`src/rtl/decode_issue_queue_pkg.sv`:
```
// Shared decode definitions: opcodes, instruction formats and
// the opcode classifier used by the issue queue and immediate decoder.
package decode_issue_queue_pkg;

  localparam logic [6:0] OP_LUI    = 7'b0110111;
  localparam logic [6:0] OP_AUIPC  = 7'b0010111;
  localparam logic [6:0] OP_JAL    = 7'b1101111;
  localparam logic [6:0] OP_JALR   = 7'b1100111;
  localparam logic [6:0] OP_BRANCH = 7'b1100011;
  localparam logic [6:0] OP_LOAD   = 7'b0000011;
  localparam logic [6:0] OP_STORE  = 7'b0100011;
  localparam logic [6:0] OP_IMM    = 7'b0010011;
  localparam logic [6:0] OP_REG    = 7'b0110011;
  localparam logic [6:0] OP_SYSTEM = 7'b1110011;

  typedef enum logic [2:0] {
    FMT_R = 3'd0,
    FMT_I = 3'd1,
    FMT_S = 3'd2,
    FMT_B = 3'd3,
    FMT_U = 3'd4,
    FMT_J = 3'd5
  } fmt_e;

  typedef enum logic [1:0] {
    OCC_EMPTY,
    OCC_PARTIAL,
    OCC_FULL
  } occ_e;

  // Unknown opcodes fall back to the I layout.
  function automatic fmt_e op_fmt(input logic [6:0] op);
    fmt_e f;
    case (op)
      OP_REG:    f = FMT_R;
      OP_IMM,
      OP_LOAD,
      OP_JALR,
      OP_SYSTEM: f = FMT_I;
      OP_STORE:  f = FMT_S;
      OP_BRANCH: f = FMT_B;
      OP_LUI,
      OP_AUIPC:  f = FMT_U;
      OP_JAL:    f = FMT_J;
      default:   f = FMT_I;
    endcase
    return f;
  endfunction

  function automatic logic op_known(input logic [6:0] op);
    logic k;
    case (op)
      OP_REG, OP_IMM, OP_LOAD, OP_JALR,
      OP_SYSTEM, OP_STORE, OP_BRANCH,
      OP_LUI, OP_AUIPC, OP_JAL: k = 1'b1;
      default:                  k = 1'b0;
    endcase
    return k;
  endfunction

endpackage

```
`src/rtl/decode_issue_queue_immdec.sv`:
```
// ImmediateDecoder: builds the sign/zero-constructed immediate of an
// instruction, selected by its opcode's format.
module ImmediateDecoder
  import decode_issue_queue_pkg::*;
#(
  parameter int XLEN = 32
) (
  input  logic [31:0]     instr_i,
  output logic [XLEN-1:0] imm_o
);

  logic signed [31:0] imm32;
  fmt_e               fmt;

  assign fmt = op_fmt(instr_i[6:0]);

  always_comb begin
    imm32 = '0;
    unique case (fmt)
      FMT_I: imm32 = {{20{instr_i[31]}}, instr_i[31:20]};
      FMT_S: imm32 = {{20{instr_i[31]}}, instr_i[31:25],
                      instr_i[11:7]};
      FMT_B: imm32 = {{19{instr_i[31]}}, instr_i[31],
                      instr_i[7], instr_i[30:25],
                      instr_i[11:8], 1'b0};
      FMT_U: imm32 = {instr_i[31:12], 12'b0};
      FMT_J: imm32 = {{11{instr_i[31]}}, instr_i[31],
                      instr_i[19:12], instr_i[20],
                      instr_i[30:21], 1'b0};
      default: imm32 = '0;
    endcase
  end

  // Signed cast replicates bit 31 for XLEN above 32.
  assign imm_o = XLEN'(imm32);

endmodule

```
`src/rtl/decode_issue_queue.sv`:
```
// Fetch-to-execute issue queue: buffers {pc, instr}, decodes the
// head's immediate and format, handles flush and counts stalls.
module decode_issue_queue
  import decode_issue_queue_pkg::*;
#(
  parameter int XLEN    = 32,
  parameter int DEPTH   = 2,
  parameter int STALL_W = 16
) (
  input  logic                     clk,
  input  logic                     reset,
  input  logic                     in_valid,
  output logic                     in_ready,
  input  logic [31:0]              in_instr,
  input  logic [XLEN-1:0]          in_pc,
  input  logic                     flush,
  output logic                     out_valid,
  input  logic                     out_ready,
  output logic [31:0]              out_instr,
  output logic [XLEN-1:0]          out_pc,
  output logic [XLEN-1:0]          out_imm,
  output logic [2:0]               out_fmt,
  output logic                     out_illegal,
  output logic [$clog2(DEPTH):0]   count,
  output logic [STALL_W-1:0]       stall_cnt
);

  localparam int PW = $clog2(DEPTH);
  localparam int CW = PW + 1;

  logic [31:0]     instr_mem [DEPTH];
  logic [XLEN-1:0] pc_mem    [DEPTH];

  logic [PW-1:0]      wr_ptr_q, wr_ptr_d;
  logic [PW-1:0]      rd_ptr_q, rd_ptr_d;
  logic [CW-1:0]      count_q,  count_d;
  logic [STALL_W-1:0] stall_q,  stall_d;

  occ_e occ;
  logic push;
  logic pop;
  fmt_e head_fmt;

  always_comb begin
    occ = OCC_PARTIAL;
    if (count_q == '0)
      occ = OCC_EMPTY;
    else if (count_q == CW'(DEPTH))
      occ = OCC_FULL;
  end

  // Neither handshake looks at the partner's ready.
  assign in_ready  = (occ != OCC_FULL) && !flush;
  assign out_valid = (occ != OCC_EMPTY) && !flush;

  assign push = in_valid && in_ready;
  assign pop  = out_valid && out_ready;

  always_comb begin
    wr_ptr_d = wr_ptr_q;
    rd_ptr_d = rd_ptr_q;
    count_d  = count_q;
    stall_d  = stall_q;
    if (flush) begin
      wr_ptr_d = '0;
      rd_ptr_d = '0;
      count_d  = '0;
    end else begin
      if (push)
        wr_ptr_d = wr_ptr_q + PW'(1);
      if (pop)
        rd_ptr_d = rd_ptr_q + PW'(1);
      unique case ({push, pop})
        2'b10:   count_d = count_q + CW'(1);
        2'b01:   count_d = count_q - CW'(1);
        default: count_d = count_q;
      endcase
    end
    if (out_valid && !out_ready && (stall_q != '1))
      stall_d = stall_q + STALL_W'(1);
  end

  always_ff @(posedge clk or posedge reset) begin
    if (reset) begin
      wr_ptr_q <= '0;
      rd_ptr_q <= '0;
      count_q  <= '0;
      stall_q  <= '0;
    end else begin
      wr_ptr_q <= wr_ptr_d;
      rd_ptr_q <= rd_ptr_d;
      count_q  <= count_d;
      stall_q  <= stall_d;
    end
  end

  // Storage needs no reset; validity lives in count_q.
  always_ff @(posedge clk) begin
    if (push) begin
      instr_mem[wr_ptr_q] <= in_instr;
      pc_mem[wr_ptr_q]    <= in_pc;
    end
  end

  assign out_instr = instr_mem[rd_ptr_q];
  assign out_pc    = pc_mem[rd_ptr_q];

  ImmediateDecoder #(
    .XLEN(XLEN)
  ) u_immdec (
    .instr_i(out_instr),
    .imm_o  (out_imm)
  );

  assign head_fmt    = op_fmt(out_instr[6:0]);
  assign out_fmt     = head_fmt;
  assign out_illegal = !op_known(out_instr[6:0])
                    || (out_instr[1:0] != 2'b11);

  assign count     = count_q;
  assign stall_cnt = stall_q;

endmodule
```
`config.mk`:
```
export PLATFORM = sky130hd
export DESIGN_NAME = decode_issue_queue
export DESIGN_NICKNAME = d
export VERILOG_FILES = /design/src/rtl/decode_issue_queue_pkg.sv /design/src/rtl/decode_issue_queue_immdec.sv /design/src/rtl/decode_issue_queue.sv
export SDC_FILE = /design/constraint.sdc
export NUM_CORES = 1
export LEC_CHECK = 0
export ABC_CLOCK_PERIOD_IN_PS = 4300
export CAP_MARGIN = 20
export CORE_MARGIN = 2
export CORE_UTILIZATION = 35
export CTS_CLUSTER_DIAMETER = 40
export DETAILED_ROUTE_END_ITERATION = 10
export PLACE_DENSITY = 0.74
export SKIP_CTS_REPAIR_TIMING = 1
export SLEW_MARGIN = 20
export SYNTH_ARGS = -nofsm -noshare
export SYNTH_HDL_FRONTEND = slang
export SYNTH_SLANG_ARGS = --single-unit
```
`constraint.sdc`:
```
create_clock -name clk -period 4.3 [get_ports clk]
set_input_delay 0.43 -clock clk [delete_from_list [all_inputs] [get_ports clk]]
set_output_delay 0.43 -clock clk [all_outputs]
set_load 0.05 [all_outputs]
```
==> metrics.md, run 1 <==
| Metric | Value |
|---|---|
| Vias post-DR | `4109` |
| Seq/Total Area, Yosys | `70.3%` |
| Rows | `48` |
| Largest family of logic cells by synthesized area | `multiplexers` |
| H-tree depth | `4` |
| Synth top area share | `62.2%` |
| Placed cell areas | `0.00827 mm2` |
| First-pass GRT wire length | `21800 um` |
| Cts bufs inserted | `17` |
| DR iter-0 viols | `201` |
| CTS Sinks | `148` |
| Crit path largest cell delay | `510 ps` |
| CP cell instances | `mux2_2, or3_1, a211oi_4, inv_1, ha_1, or2_1, inv_2, nor2_2, a21oi_4, a21oi_1, buf_4` |
| Top post-synthesis cells by area | `edfxtp_1, mux2_2, dfrtp_1` |
| Final GP Congestion | `0.788` |
| Fmax | `243 MHz` |
| Die W | `137 um` |
| Area grow syn2layout | `43.5%` |
| WL per Instance | `17.7 um` |
| Outcome | `complete, no violations` |
| Count of boundary I/O pins | `189` |
| Initial Util | `35.7%` |
| Pin count of the biggest net entering global routing | `65` |
| First-pass DRT Iterations | `4` |
| Nets@finish | `669` |
| Avg Cell Area, Syn | `15.5 um2` |
| Final wirelength | `14800 um` |
| Final Worst Setup Slack | `186 ps` |
| RSZ-0062 raised after global routing | `false` |
| Busiest grt layer | `met2` |
| # port buffers | `188` |
| Crit path time final | `4110 ps` |
| Syn Std Cell Area | `0.00618 mm2` |
| Largest area contributor in the netlist | `edfxtp_1` |
| Most frequent cells in the layout | `clkdlybuf4s50_1, edfxtp_1, mux2_2` |
| Total power draw | `4.05 mW` |
| Post-Synth XOR/XNOR Area | `2.41%` |
| Reg2reg end | `stall_cnt[15]` |
| Yosys warning count | `0` |
| VDD IR max | `0.433 mV` |
| Final hold vios | `0` |
| Post-DP HPWL | `9940 um` |
| Worst R2R Setup Slack | `1920 ps` |
| Synth async-reset ratio | `13.5%` |
| Root buffer cell | `clkbuf_16` |
| GR Layer Usage met2 | `26.3%` |
| Yosys cell types | `45` |
| Setup CP Type | `reg -> out` |
| R2R depth | `6` |
| Max Cap Violations | `0` |
| Tcrit/Tclk final | `95.7%` |
| CTS clk-pin slew, worst paths | `60 ps` |
| Synth Flop Type | `edfxtp_1` |
| Die Footprint | `0.0187 mm2` |
| Least-Margin Pin Slew | `984 ps` |
| Post-synthesis adder-cell area fraction | `0.405%` |
| Initial antenna violation count | `0` |
| Share of layout cells above drive strength 1 | `24.9%` |
| Number of synthesized flops with an enable pin | `128` |
| CTS max path bufs | `2` |
| FILL cells | `1447` |
| Worst r2r src | `stall_cnt[6]` |
| Worst hold slack | `466 ps` |
| Post-Syn Instances | `399` |
| Max Slew Vio Count | `0` |
| Worst Hold Class | `in -> async` |
| M3 GR Usage | `5.48%` |
| CTS tree | `done` |
| Compound-Gate Fraction of Synth Area | `5.26%` |
| Fin area | `0.00887 mm2` |
| Vias per inst | `4.91` |
| Crit path max fanout | `13` |
| Layout Cells excl Fill | `837` |
| Top Family by Delay on Critical Path | `simple AND/OR/NAND/NOR gates` |
| Commonest non-fill, non-tap cell in the layout | `clkdlybuf4s50_1` |
| Grt total ovfl | `0` |
| Setup crit end kind | `primary output` |
| # DRC | `0` |
| Die height | `137 um` |
| Worst-skew pair later-pin latency | `420 ps` |
| WP buf/inv | `3` |
| Critical path arrival | `3680 ps` |
| Dpl ws | `363 ps` |
| Syn Nets | `470` |
| P_leak | `3.08 nW` |
| Slowest-stage cell, CP | `dfrtp_4` |
| Multiplexer share of the synthesized area | `11.8%` |
| Critical Path RT | `3870 ps` |
| Core Region | `0.0173 mm2` |
| Synth Register Bits | `148` |
| Final Setup Violations | `0` |
| Relative slew slack | `34.4%` |
| Dpl cells | `802` |
| Max Clock Skew | `14.2 ps` |
| CP Launch Type | `flop` |
| Vias in the first global route | `4093` |
| PwrDens | `456 mW/mm2` |
| Simple-gate share of the synthesized area | `7.81%` |
| GR Util All Layers | `15.6%` |
| Final ANT Viol Nets | `0` |
| Grt met1 use | `18.5%` |
-- metrics by stage --
stage                     setup TNS, ps  utilization (%)
after floorplan                    -725                -
after global placement                0             47.8
after detailed placement              0             47.8
after CTS                         -1650             51.0
after global routing                  0             51.3
final                                 0             51.3
-- flip-flops by register name, indices dropped and copies added (netlist names) --
signal and flops:
pc_mem 64, wr_ptr_q 1, instr_mem 64, rd_ptr_q 1, count 2, stall_cnt 16
-- cells in the mapped netlist, drive strengths merged, types with 3 or more instances --
library cell and count:
nor2 11, nor3 5, xor2 5, and4 3, mux2i 4, xnor2 12
o21ai 4, nor3b 3, mux2 60, a21oi 29, inv 7, clkbuf 6
nand4 7, nand2 40, edfxtp 128, dfrtp 20, buf 10, nor2b 9
nand3 12
-- metal layers --
layer | part of all wire, % | vias to the layer above
met3 | 8.4 | 17
li1 | - | 1915
met4 | 1.5 | 0
met5 | 0 | -
met1 | 41 | 2014
met2 | 49 | 163
-- cell type report --
cell class / instances / area [um2] / area share (%)
multi-input cells: 229 / 1770 / 20.0
diodes: 1 / 2.50 / 0.0282
clock buffers: 17 / 425 / 4.80
clock inverters: 15 / 130 / 1.47
well taps: 225 / 282 / 3.17
repair buffers: 195 / 1880 / 21.2
inverters: 7 / 26.3 / 0.296
flip-flops and latches: 148 / 4350 / 49.0
-- kinds of logic after synthesis --
| kind of cell | count (synthesis) |
|---|---|
| xor gates and xnor gates | 17 |
| and+or+nand+nor | 98 |
| muxes | 64 |
| adders and majority gates | 2 |
| AOI/OAI and AO/OA | 47 |
| buffers and inverters | 23 |
| DFF | 148 |
-- power by group --
part	switching (mW)	internal [mW]	total, mW
clock network	0.589	0.799	1.39
registers	0.0445	1.64	1.69
logic	0.634	0.340	0.974
total	1.27	2.78	4.05
-- how the worst max path moves through the flow --
stage                         from     endpoint  slack [ps]  depth (start not counted)
after global routing      rd_ptr_q  out_imm[26]          30                         11
after floorplan           rd_ptr_q  out_imm[12]        -100                         15
after global placement    rd_ptr_q  out_imm[31]         500                         11
after CTS                 rd_ptr_q  out_imm[24]         -90                         11
final                     rd_ptr_q  out_imm[24]         190                         11
after detailed placement  rd_ptr_q  out_imm[31]         360                         11
No activity file was read; power rests on OpenSTA's default activity.
==> run 2, diff against run 1 <==
--- a/config.mk
+++ b/config.mk
@@ -12,7 +12,6 @@
 export CTS_CLUSTER_DIAMETER = 40
 export DETAILED_ROUTE_END_ITERATION = 10
 export PLACE_DENSITY = 0.74
-export SKIP_CTS_REPAIR_TIMING = 1
 export SLEW_MARGIN = 20
 export SYNTH_ARGS = -nofsm -noshare
 export SYNTH_HDL_FRONTEND = slang
==> run 2 against run 1 <==
Effect of this change: core utilization about the same; cell count up 0.12%; clock power about the same; via count up 0.39%; critical path depth unchanged; first-iteration DRC count down 20%; wire length up 0.43%; largest cell class unchanged.
==> metrics.md, run 2 (synthesis gave the netlist of run 1 again) <==
| Metric | Value |
|---|---|
| Die W | `137 um (unchanged)` |
| Most frequent cells in the layout | `clkdlybuf4s50_1, edfxtp_1, mux2_2` |
| First-pass GRT wire length | `22200 um (+1.6%)` |
| Final wirelength | `14900 um (+0.43%)` |
| M3 GR Usage | `5.48% (unchanged)` |
| Nets@finish | `670 (+0.15%)` |
| Least-Margin Pin Slew | `990 ps (+5.43 ps)` |
| CP Launch Type | `flop` |
| Top Family by Delay on Critical Path | `simple AND/OR/NAND/NOR gates` |
| # port buffers | `188 (unchanged)` |
| Relative slew slack | `34.0% (-0.36 points)` |
| Final ANT Viol Nets | `0 (unchanged)` |
| Grt met1 use | `18.9% (+0.34 points)` |
| Worst-skew pair later-pin latency | `420 ps (about the same)` |
| H-tree depth | `4 (unchanged)` |
| Worst R2R Setup Slack | `1910 ps (about the same)` |
| Core Region | `0.0173 mm2 (unchanged)` |
| Die Footprint | `0.0187 mm2 (unchanged)` |
| Share of layout cells above drive strength 1 | `25.0% (+0.12 points)` |
| Commonest non-fill, non-tap cell in the layout | `clkdlybuf4s50_1` |
| CTS tree | `done` |
| Layout Cells excl Fill | `838 (+0.12%)` |
| Fin area | `0.00887 mm2 (about the same)` |
| PwrDens | `456 mW/mm2 (about the same)` |
| Final hold vios | `0 (unchanged)` |
| Rows | `48 (unchanged)` |
| Setup CP Type | `reg -> out` |
| Crit path time final | `4140 ps (+27.9 ps)` |
| Initial Util | `35.7% (unchanged)` |
| Crit path largest cell delay | `510 ps (about the same)` |
| Dpl cells | `802 (unchanged)` |
| Area grow syn2layout | `43.4% (about the same)` |
| P_leak | `3.09 nW (about the same)` |
| Post-DP HPWL | `9940 um (unchanged)` |
| Grt total ovfl | `0 (unchanged)` |
| CP cell instances | `mux2_2, or3_1, a211oi_4, inv_1, ha_1, or2_1, inv_2, nor2_2, a21oi_4, a21oi_1, buf_4` |
| Max Slew Vio Count | `0 (unchanged)` |
| Setup crit end kind | `primary output` |
| First-pass DRT Iterations | `5 (+1)` |
| Final Setup Violations | `0 (unchanged)` |
| Vias per inst | `4.92 (+0.27%)` |
| CTS Sinks | `148 (unchanged)` |
| Critical path arrival | `3710 ps (+30 ps)` |
| R2R depth | `6 (unchanged)` |
| CTS Hold Bufs | `0` |
| Outcome | `complete, no violations` |
| GR Layer Usage met2 | `26.8% (+0.50 points)` |
| Area of the multi-input gates | `0.00177 mm2 (unchanged)` |
| Cts bufs inserted | `17 (unchanged)` |
| Worst r2r src | `stall_cnt[6]` |
| CTS clk-pin slew, worst paths | `60 ps (about the same)` |
| Busiest grt layer | `met2` |
| # DRC | `0 (unchanged)` |
| Die height | `137 um (unchanged)` |
| Max Clock Skew | `14.3 ps (+0.0293 ps)` |
| WL per Instance | `17.7 um (+0.31%)` |
| WP buf/inv | `3 (unchanged)` |
| GR Util All Layers | `15.9% (+0.26 points)` |
| Worst Hold Class | `in -> async` |
| Initial antenna violation count | `0 (unchanged)` |
| Placed cell areas | `0.00827 mm2 (unchanged)` |
| Max Cap Violations | `0 (unchanged)` |
| Reg2reg end | `stall_cnt[15]` |
| Tcrit/Tclk final | `96.3% (+0.65 points)` |
| CTS max path bufs | `2 (unchanged)` |
| Final GP Congestion | `0.788 (unchanged)` |
| Critical Path RT | `3870 ps (about the same)` |
| Root buffer cell | `clkbuf_16` |
| Vias post-DR | `4125 (+0.39%)` |
| FILL cells | `1445 (-0.14%)` |
| Slowest-stage cell, CP | `dfrtp_4` |
| Pin count of the biggest net entering global routing | `65 (unchanged)` |
| Register area | `0.00435 mm2 (unchanged)` |
| Fmax | `241 MHz (-0.67%)` |
| VDD IR max | `0.433 mV (about the same)` |
| RSZ-0062 raised after global routing | `false` |
| Worst hold slack | `466 ps (+0.0840 ps)` |
| Vias in the first global route | `4120 (+0.66%)` |
| Count of boundary I/O pins | `189 (unchanged)` |
| Crit path max fanout | `13 (unchanged)` |
| DR iter-0 viols | `160 (-20%)` |
run 2: cell count changes in the layout (fill, tap and decap cells not counted):
cell	previous run	this run
buf_4	39	41
buf_12	3	2
run 2: worst register-to-register path, stage by stage, from the launching register on:
cell and delay [ps]:
dfrtp_1 430, and4_1 230, and4_1 270, a2111oi_4 500, nor3b_2 440, nor3b_1 280, xor2_1 160
run 2: stage by stage:
step	total power [mW]	utilization [%]	setup slack, ps	TNS, ps
global route	4.20	51.2	34.7	0
global placement	2.67	47.8	504	0
CTS	4.08	51.1	28.5	0
finish	4.04	51.3	158	0
detailed placement	2.69	47.8	363	0
floorplan	2.34	-	-104	-725
run 2: repair_timing:
| action | CTS | global route |
|---|---|---|
| buffers inserted | 0 | 2 |
| resized for setup | 2 | 1 |
| endpoints found under the setup margin | 25 | 25 |
| gates cloned | 1 | 0 |
| pin swaps | 1 | 1 |
run 2: routing by layer:
| metal | vias to the layer above | share of wire (%) |
|---|---|---|
| met5 | - | 0 |
| met4 | 0 | 1.5 |
| met3 | 17 | 8.4 |
| met2 | 168 | 49 |
| met1 | 2021 | 41 |
| li1 | 1919 | - |
run 2: worst max-delay path by stage:
stage                   from          end  slack, ps  depth (start not counted)
floorplan           rd_ptr_q  out_imm[12]       -100                         15
global placement    rd_ptr_q  out_imm[31]        500                         11
detailed placement  rd_ptr_q  out_imm[31]        360                         11
CTS                 rd_ptr_q  out_imm[24]         30                         11
global route        rd_ptr_q  out_imm[11]         30                         12
finish              rd_ptr_q  out_imm[16]        160                         11
run 2: final cells by class:
type	instances	share of cell area [%]
Clock buffer	17	4.80
Inverter	7	0.296
Clock inverter	15	1.47
Multi-Input combinational cell	229	20.0
Tap cell	225	3.18
Timing Repair Buffer	196	21.2
Sequential cell	148	49.0
Antenna cell	1	0.0282
run 2: power by group:
group	internal (mW)	switching (mW)	leakage [nW]	total (mW)
clock network	0.799	0.586	0.270	1.39
logic	0.339	0.635	1.37	0.973
registers	1.64	0.0443	1.44	1.69
